[src/rtl/exe_stage_pkg.sv]
// ============================================================================
// exe_stage_pkg : shared encodings for the execute stage (ALU commands,
//                 shifter types, NZCV flag positions). Rev 1.0
// ============================================================================
`default_nettype none

package exe_stage_pkg;

  typedef enum logic [3:0] {
    CMD_NOP = 4'b0000,
    CMD_MOV = 4'b0001,
    CMD_ADD = 4'b0010,
    CMD_ADC = 4'b0011,
    CMD_SUB = 4'b0100,
    CMD_SBC = 4'b0101,
    CMD_AND = 4'b0110,
    CMD_ORR = 4'b0111,
    CMD_EOR = 4'b1000,
    CMD_MVN = 4'b1001
  } exe_cmd_e;

  typedef enum logic [1:0] {
    SH_LSL = 2'b00,
    SH_LSR = 2'b01,
    SH_ASR = 2'b10,
    SH_ROR = 2'b11
  } shift_e;

  localparam int FLAG_N = 3;
  localparam int FLAG_Z = 2;
  localparam int FLAG_C = 1;
  localparam int FLAG_V = 0;

  function automatic logic [31:0] ror32(input logic [31:0] x, input logic [4:0] r);
    return (x >> r) | (x << (6'd32 - {1'b0, r}));
  endfunction

endpackage

`default_nettype wire

[src/rtl/exe_alu.sv]
// ============================================================================
// exe_alu : combinational ALU producing a result and NZCV flags. Rev 1.0
// ============================================================================
`default_nettype none

module exe_alu
  import exe_stage_pkg::*;
(
  input  logic [3:0]  cmd,
  input  logic [31:0] rn,
  input  logic [31:0] val2,
  input  logic [3:0]  status_in,
  output logic [31:0] result,
  output logic [3:0]  flags
);

  logic [31:0] op_b;
  logic        cin;
  logic [32:0] sum;
  logic        ovf;
  logic        c_out;
  logic        v_out;
  logic        known;

  // Subtraction is Rn + ~Val2 + cin, so the adder carry is already NOT-borrow.
  always_comb begin
    op_b = val2;
    cin  = 1'b0;
    case (exe_cmd_e'(cmd))
      CMD_ADC: cin = status_in[FLAG_C];
      CMD_SUB: begin op_b = ~val2; cin = 1'b1; end
      CMD_SBC: begin op_b = ~val2; cin = status_in[FLAG_C]; end
      default: ;
    endcase
    sum = {1'b0, rn} + {1'b0, op_b} + {32'b0, cin};
    ovf = (rn[31] == op_b[31]) && (sum[31] != rn[31]);
  end

  always_comb begin
    result = 32'b0;
    c_out  = status_in[FLAG_C];
    v_out  = status_in[FLAG_V];
    known  = 1'b1;
    case (exe_cmd_e'(cmd))
      CMD_MOV: result = val2;
      CMD_MVN: result = ~val2;
      CMD_ADD, CMD_ADC, CMD_SUB, CMD_SBC: begin
        result = sum[31:0];
        c_out  = sum[32];
        v_out  = ovf;
      end
      CMD_AND: result = rn & val2;
      CMD_ORR: result = rn | val2;
      CMD_EOR: result = rn ^ val2;
      default: known = 1'b0;
    endcase
  end

  always_comb begin
    flags = status_in;
    if (known) begin
      flags[FLAG_N] = result[31];
      flags[FLAG_Z] = (result == 32'b0);
      flags[FLAG_C] = c_out;
      flags[FLAG_V] = v_out;
    end
  end

endmodule

`default_nettype wire

[src/rtl/exe_stage.sv]
// ============================================================================
// exe_stage : Val2 generator, ALU, branch target, status and EXE/MEM
//             registers of the pipelined ARM core. Rev 1.0
// ============================================================================
`default_nettype none

module exe_stage
  import exe_stage_pkg::*;
(
  input  logic        clk,
  input  logic        rst,
  input  logic        freeze,
  input  logic        wb_en_in,
  input  logic        mem_read_en_in,
  input  logic        mem_write_en_in,
  input  logic        B_in,
  input  logic        S_in,
  input  logic [3:0]  exe_cmd_in,
  input  logic [31:0] PC_in,
  input  logic [31:0] val_Rn_in,
  input  logic [31:0] val_Rm_in,
  input  logic        imm_in,
  input  logic [11:0] shift_operand_in,
  input  logic [23:0] signed_imm_24_in,
  input  logic [3:0]  dest_in,
  input  logic [3:0]  status_in,
  output logic        branch_taken,
  output logic [31:0] branch_addr,
  output logic [3:0]  status,
  output logic        wb_en,
  output logic        mem_read_en,
  output logic        mem_write_en,
  output logic [31:0] alu_res,
  output logic [31:0] val_Rm,
  output logic [3:0]  dest
);

  logic [31:0] w_val2;
  logic [31:0] w_alu_res;
  logic [3:0]  w_alu_flags;
  logic [4:0]  w_shamt;

  assign w_shamt = shift_operand_in[11:7];

  // Memory addressing takes the raw 12-bit offset even when imm_in is set.
  always_comb begin
    w_val2 = val_Rm_in;
    if (mem_read_en_in || mem_write_en_in) begin
      w_val2 = {20'b0, shift_operand_in};
    end else if (imm_in) begin
      w_val2 = ror32({24'b0, shift_operand_in[7:0]}, {shift_operand_in[11:8], 1'b0});
    end else begin
      case (shift_e'(shift_operand_in[6:5]))
        SH_LSL: w_val2 = val_Rm_in << w_shamt;
        SH_LSR: w_val2 = val_Rm_in >> w_shamt;
        SH_ASR: w_val2 = $unsigned($signed(val_Rm_in) >>> w_shamt);
        SH_ROR: w_val2 = ror32(val_Rm_in, w_shamt);
        default: w_val2 = val_Rm_in;
      endcase
    end
  end

  exe_alu u_alu (
    .cmd       (exe_cmd_in),
    .rn        (val_Rn_in),
    .val2      (w_val2),
    .status_in (status_in),
    .result    (w_alu_res),
    .flags     (w_alu_flags)
  );

  assign branch_taken = B_in;
  assign branch_addr  = PC_in + {{6{signed_imm_24_in[23]}}, signed_imm_24_in, 2'b00};

  always_ff @(posedge clk) begin
    if (rst) begin
      status <= 4'b0;
    end else if (!freeze && S_in) begin
      status <= w_alu_flags;
    end
  end

  always_ff @(posedge clk) begin
    if (rst) begin
      wb_en        <= 1'b0;
      mem_read_en  <= 1'b0;
      mem_write_en <= 1'b0;
      alu_res      <= 32'b0;
      val_Rm       <= 32'b0;
      dest         <= 4'b0;
    end else if (!freeze) begin
      wb_en        <= wb_en_in;
      mem_read_en  <= mem_read_en_in;
      mem_write_en <= mem_write_en_in;
      alu_res      <= w_alu_res;
      val_Rm       <= val_Rm_in;
      dest         <= dest_in;
    end
  end

endmodule

`default_nettype wire

[config.mk]
export PLATFORM = sky130hd
export DESIGN_NAME = exe_stage
export DESIGN_NICKNAME = d
export VERILOG_FILES = /design/src/rtl/exe_stage_pkg.sv /design/src/rtl/exe_alu.sv /design/src/rtl/exe_stage.sv
export SDC_FILE = /design/constraint.sdc
export NUM_CORES = 1
export LEC_CHECK = 0
export CORE_UTILIZATION = 52
export CTS_CLUSTER_DIAMETER = 40
export CTS_CLUSTER_SIZE = 30
export DETAILED_ROUTE_END_ITERATION = 7
export PLACE_DENSITY = 0.87
export SYNTH_ARGS = -nofsm -noshare
export SYNTH_HDL_FRONTEND = slang
export SYNTH_SLANG_ARGS = --single-unit
export TNS_END_PERCENT = 1
[constraint.sdc]
create_clock -name clk -period 6.9 [get_ports clk]
set_input_delay 0.69 -clock clk [delete_from_list [all_inputs] [get_ports clk]]
set_output_delay 0.69 -clock clk [all_outputs]
set_load 0.1 [all_outputs]
# == Word-level counts from Yosys, hierarchy flattened ==
# Index checks and enable logic that the tools add are counted.
# op_classes
n_addsub,5
eq_ne,14
n_shift,6
mux,10
bitwise,6
n_reduce_logical,10
# ops
op,count
32-bit case mux with 6 select lines,1
32-bit case mux with 4 select lines,1
32-bit two-way mux,3
32-bit bitwise OR,3
32-bit by 32-bit adder with 33-bit output,1
33-bit by 1-bit adder with 33-bit output,1
32-bit adder,1
32-bit AND,1
32-bit zero test,1
32-bit inverter,1
32-bit by 5-bit << shifter with 32-bit output,1
32-bit by 6-bit << shifter with 32-bit output,1
8-bit by 6-bit << shifter with 32-bit output,1
32-bit by 5-bit right shift with 32-bit output,1
8-bit by 5-bit right shift with 32-bit output,1
32-bit by 5-bit >>> shifter with 32-bit output,1
32-bit bitwise XOR,1
"4-bit by 3-bit == test with 1-bit output, second input constant",4
"6-bit by 5-bit subtractor with 6-bit output, first input constant",2
9-bit OR reduction,1
"4-bit by 2-bit == test with 1-bit output, second input constant",2
"4-bit == test, second input constant",2
"2-bit == test, second input constant",2
"4-bit by 1-bit == test with 1-bit output, second input constant",1
12 further kinds,16
# word_totals
ff_bits,75
inputBits,153
out_inout_bits,108
elab_cells,58

# == Longest topological paths before layout ==
# depth
word_depth,14
depth_mapped,29
ltp_nobuf,23

# == Hierarchy ==
# A second synthesis with hierarchy kept.
# unflattened
cells_unflattened,2036
area_unflattened_um2,15593.7
# modules_own_cells
mod,instances,cells_per_inst,area_each_um2,seq_area_each_um2
exe_stage,1,1382,10916.7,1501.4
exe_alu,1,654,4677.0,0.0

# == Least setup slack after synthesis ==
# No wires, ideal clock.
# synth_timing
kind,in2reg
startpoint,input port shift_operand_in[9]
endpoint,register status[2]
setup_ns,0.071
arrival_time_ns,6.697
required_ns,6.829
slack_ns,0.132
path_stages,26
n_path_buf,5
path_cell_list,buf_2 > inv_2 > clkbuf_1 > clkbuf_1 > ha_1 > or4b_1 > and3_1 > clkbuf_1 > nand2_1 > buf_2 > o32ai_1 > o41ai_2 > o21ai_0 > xnor2_1 > ha_1 > a21o_1 > a221oi_1 > o21ai_0 > xor2_1 > a221o_1 > a211oi_1 > o211ai_1 > or4_1 > nor4_1 > nand4_1 > a21oi_1
# synth_between
elab_chain_cells,13
elab_cells_between_ends,23
classes_between,add/sub: 4; shift: 6; mux: 6; bitwise: 6; reduce/logical: 1
# synth_lines
element,line,source
"start, declared",exe_stage.sv:23,"input logic [11:0] shift_operand_in,"
6-bit by 5-bit subtractor with 6-bit output,exe_stage_pkg.sv:35,"return (x >> r) | (x << (6'd32 - {1'b0, r}));"
32-bit by 6-bit << shifter with 32-bit output,exe_stage_pkg.sv:35,
32-bit bitwise OR,exe_stage_pkg.sv:35,
32-bit case mux with 4 select lines,exe_stage.sv:53,case (shift_e'(shift_operand_in[6:5]))
32-bit two-way mux,exe_stage.sv:50,end else if (imm_in) begin
32-bit two-way mux *,exe_stage.sv:48,if (mem_read_en_in || mem_write_en_in) begin
32-bit inverter,"exe_alu.sv:31, exe_alu.sv:32, exe_alu.sv:46",
32-bit two-way mux,n/a,
32-bit by 32-bit adder with 33-bit output,exe_alu.sv:35,"sum = {1'b0, rn} + {1'b0, op_b} + {32'b0, cin};"
33-bit by 1-bit adder with 33-bit output,exe_alu.sv:35,
32-bit case mux with 6 select lines *,exe_alu.sv:44,case (exe_cmd_e'(cmd))
32-bit zero test *,exe_alu.sv:63,flags[FLAG_Z] = (result == 32'b0);
4-bit two-way mux *,exe_alu.sv:61,if (known) begin
"end signal, assigned",exe_stage.sv:79,status <= w_alu_flags;
"end, declared",exe_stage.sv:29,"output logic [3:0] status,"
# Every way passes the cells marked *; elsewhere a longest branch is shown, timed or not.
# A chain may end at the register's enable or synchronous reset.

# == Final worst setup path ==
# layout_timing
startpoint,input port val_Rm_in[0]
endpoint,register status[2]
# layout_between
elab_chain_cells,12
elab_cells_between_ends,18
classes_between,add/sub: 2; shift: 4; mux: 6; bitwise: 5; reduce/logical: 1
# layout_lines
element,line,source
"start, declared",exe_stage.sv:21,"input logic [31:0] val_Rm_in,"
32-bit by 6-bit << shifter with 32-bit output or 32-bit by 5-bit right shift with 32-bit output (tied branches),"exe_stage_pkg.sv:35, exe_stage.sv:55",
32-bit bitwise OR,exe_stage_pkg.sv:35,
32-bit case mux with 4 select lines *,exe_stage.sv:53,
32-bit two-way mux *,exe_stage.sv:50,
32-bit two-way mux *,exe_stage.sv:48,
32-bit inverter,"exe_alu.sv:31, exe_alu.sv:32, exe_alu.sv:46",
32-bit two-way mux,n/a,
32-bit by 32-bit adder with 33-bit output,exe_alu.sv:35,
33-bit by 1-bit adder with 33-bit output,exe_alu.sv:35,
32-bit case mux with 6 select lines *,exe_alu.sv:44,
32-bit zero test *,exe_alu.sv:63,
4-bit two-way mux *,exe_alu.sv:61,
# Marked as above.

==> flow_summary.toml <==
[status]
outcome = "finished clean"

[hold_path]
min_to = "alu_res[14]"
hold_path.class = "register to register"
hold_depth = 2
min_from = "alu_res[14]"

[die]
ios = 261
die_area_sq_mm = 0.03297
coreArea_sq_mm = 0.03164
initial_utilization_pct = 53.00
die_y_microns = 181.6
num_rows = 65
die_w_microns = 181.6

[synthesis]
synthTopCellsByArea = "mux4_2, ha_1, mux2i_1"
syn_inst = 2148
synthFlopType = "dfxtp_1"
yosysWarnings = 0
synth_edf_count = 0
async_flop_share_pct = 0
ys_ff_latch = 75
synth_top_area_share_pct = 10.21
synth_seq_area_share_pct = 8.954
syn_area_per_cell_sq_um = 7.807
yosysUniqueCellTypes = 101
syn_area_sq_mm = 0.01677
post-synth-top-count-cell = "nor2_1"
syn_nets = 2431
ys_top_cells_by_count = "nor2_1, mux2i_1, nand2_1"
yosys.area.top_type = "mux4_2"

[detailed_routing]
viasPerCell = 7.298
drcViolationCount = 0
drt_wl_total_microns = 87120
dr.pass1.iters = 7
wl_per_cell_microns = 30.43
drt_iter0_drc = 3769
ant_nets = 0
vias = 20890

[power]
sw_frac_of_total_pct = 52.85
pwr-share-seq_pct = 14.1
p_int_mw = 1.615
comb_power_share_pct = 70.1
power.leakage_nw = 8.863
peakVddDrop_v = 0.0001347
power_density_mw_per_mm2 = 162.5
clkPwrFrac_pct = 15.8
p_total_mw = 3.426
p_switching_mw = 1.811

[worst_setup_path]
r2r_slack_ns = 6.12
crit_buf_inv = 1
required_ns = 7.19
path_cells = "clkdlybuf4s50_1, nand2b_1, mux4_2, nor4_1, o21ai_0, o311ai_0, a21boi_0, xnor2_1, ha_1, a211o_1, o21ai_0, o21ai_0, a21oi_1, o21ai_0, xor2_1, a211oi_1, nand4bb_1, nor4_1, nand4_1, a21oi_1"
reg2reg_from = "alu_res[5]"
critPathCaptureType = "register"
path_class = "primary input to register"
r2r-end = "alu_res[5]"
reg2reg_depth = 2
crit_path_max_incr_delay_ns = 0.79
worstPathMaxFanout = 8
critPathArrivalTime_ns = 7.14
slowest_stage = "clkdlybuf4s50_1"
crit_family = "compound AO/OA/AOI/OAI gates"
start_kind = "primary input"
crit_top_cell = "o21ai_0"

[final_layout]
area_growth_pct = 25.68
stdcell_area_sq_mm = 0.02108
drive_gt1_share_pct = 18.13
fin_nets = 2738

[timing]
fmax_mhz = 146.0
slew_viol_final = 0
skew_ns = 0
max_slew.worst_pin.slew_ns = 1.343
max_slew_margin_pct = 9.954
fin_crit_sh_pct = 99.27
rsz0062_at_grt = "false"
period_minus_slack_ns = 6.850
fin_setup_tns_ns = 0
setup-violations-final = 0
whs_ns = 0.4734
hold_violations = 0

[placed_design]
place_hpwl_microns = 66490
gp_congestion = 1.223
dpl_cell_area_sq_mm = 0.02074
io_buffers = 254

[clocking]
clk_pin_slew_worst_paths_ns = 0.07
clock-sinks = 75
cts_tree = "built"
cts_buffer_depth = 2
root_buffer = "clkbuf_16"
cts_setup_buffers = 0
numCtsBuffers = 9
insertion_delay_ns = 0.35
htreeDepth = 3

[grt]
antenna_found_initial = 6
grt_max_degree = 73
grt_pass1_vias = 19840
gr-usage-all-layers_pct = 51.79
grt_pass1_wl_microns = 127900
grt_overflow = 0

[job]
drv_cap = 0
repair_timing:
item / 4_1_cts / 5_1_grt
gates resized for setup: 0 / 2
hold buffers: 0 / 0
hold endpoints to repair: 0 / 0
endpoints found under the setup margin: 0 / 1
worst reg2reg max path: cells and delay by family, from the launching register on:
kind,cells,cell delay (ns)
flip-flops,1,0.41
AND/OR/NAND/NOR,1,0.06
AO/OA/AOI/OAI,1,0.23
cell type report:
type	count	area [sq um]
flip-flops and latches	75	1501
repair buffers	487	4343
fillers	2637	10560
inverters	114	427.9
diodes	1	2.502
multi-input cells	1768	13970
clock inverters	7	98.84
well taps	402	503.0
clock buffers	9	225.2
flip-flops by register name, summed over array words and instances (netlist names):
name	flops
val_Rm	32
status	4
mem_write_en	1
wb_en	1
alu_res	32
dest	4
mem_read_en	1
power groups by stage:
stage | Sequential (mW) | Combinational (mW) | Clock [mW]
after floorplan | 0.704 | 1.33 | 0
after global placement | 0.488 | 2.27 | 0
after detailed placement | 0.490 | 2.29 | 0
after CTS | 0.481 | 2.30 | 0.546
after global routing | 0.484 | 2.48 | 0.562
final | 0.482 | 2.40 | 0.542
metal layers:
layer / global-route usage [%] / up-vias / routed length (microns)
met5: 0 / - / 35
met4: 43.73 / 6 / 9398
met3: 18.61 / 631 / 12580
met2: 78.11 / 1902 / 36070
met1: 58.40 / 9613 / 29030
li1: - / 8742 / -
worst max path at each step:
| stage | start | to | slack (ns) | depth (start not counted) |
|---|---|---|---|---|
| 2_1_floorplan | shift_operand_in[9] | status[2] | 0.13 | 26 |
| 3_3_place_gp | shift_operand_in[7] | status[2] | 0.12 | 25 |
| 3_5_place_dp | shift_operand_in[7] | status[2] | 0.05 | 25 |
| 4_1_cts | shift_operand_in[7] | status[2] | 0.35 | 25 |
| 5_1_grt | shift_operand_in[7] | status[2] | 0.004 | 22 |
| 6_report | val_Rm_in[0] | status[2] | 0.05 | 20 |
stage by stage:
stage,setup WS (ns),cells,utilization (%)
after floorplan,0.1317,2148,-
after global placement,0.1220,2846,65.55
final,0.05014,2863,66.62
after global routing,0.003772,2862,66.61
after CTS,0.3477,2862,66.57
after detailed placement,0.05109,2846,65.55
cell families after synthesis:
| group | Yosys count | synth area share, % |
|---|---|---|
| multiplexers | 281 | 22.88 |
| buffers and inverters | 305 | 7.999 |
| AO/OA/AOI/OAI | 638 | 27.19 |
| flip-flops | 75 | 8.954 |
| AND/OR/NAND/NOR | 617 | 17.82 |
| XOR/XNOR | 102 | 5.328 |
| adder cells (fa/ha/maj) | 130 | 9.834 |
cells in the final DEF, fill, tap and decap left out, drive strengths merged, types with 75 or more instances in the layout:
cell | netlist | layout
ha | 127 | 127
o21ai | 108 | 108
inv | 112 | 114
clkdlybuf4s50 | 0 | 244
nand2 | 148 | 148
mux2i | 153 | 153
buf | 78 | 243
xnor2 | 83 | 83
mux4 | 76 | 76
dfxtp | 75 | 75
a21oi | 109 | 109
nor2 | 188 | 188
No activity file was read; power rests on OpenSTA's default activity.
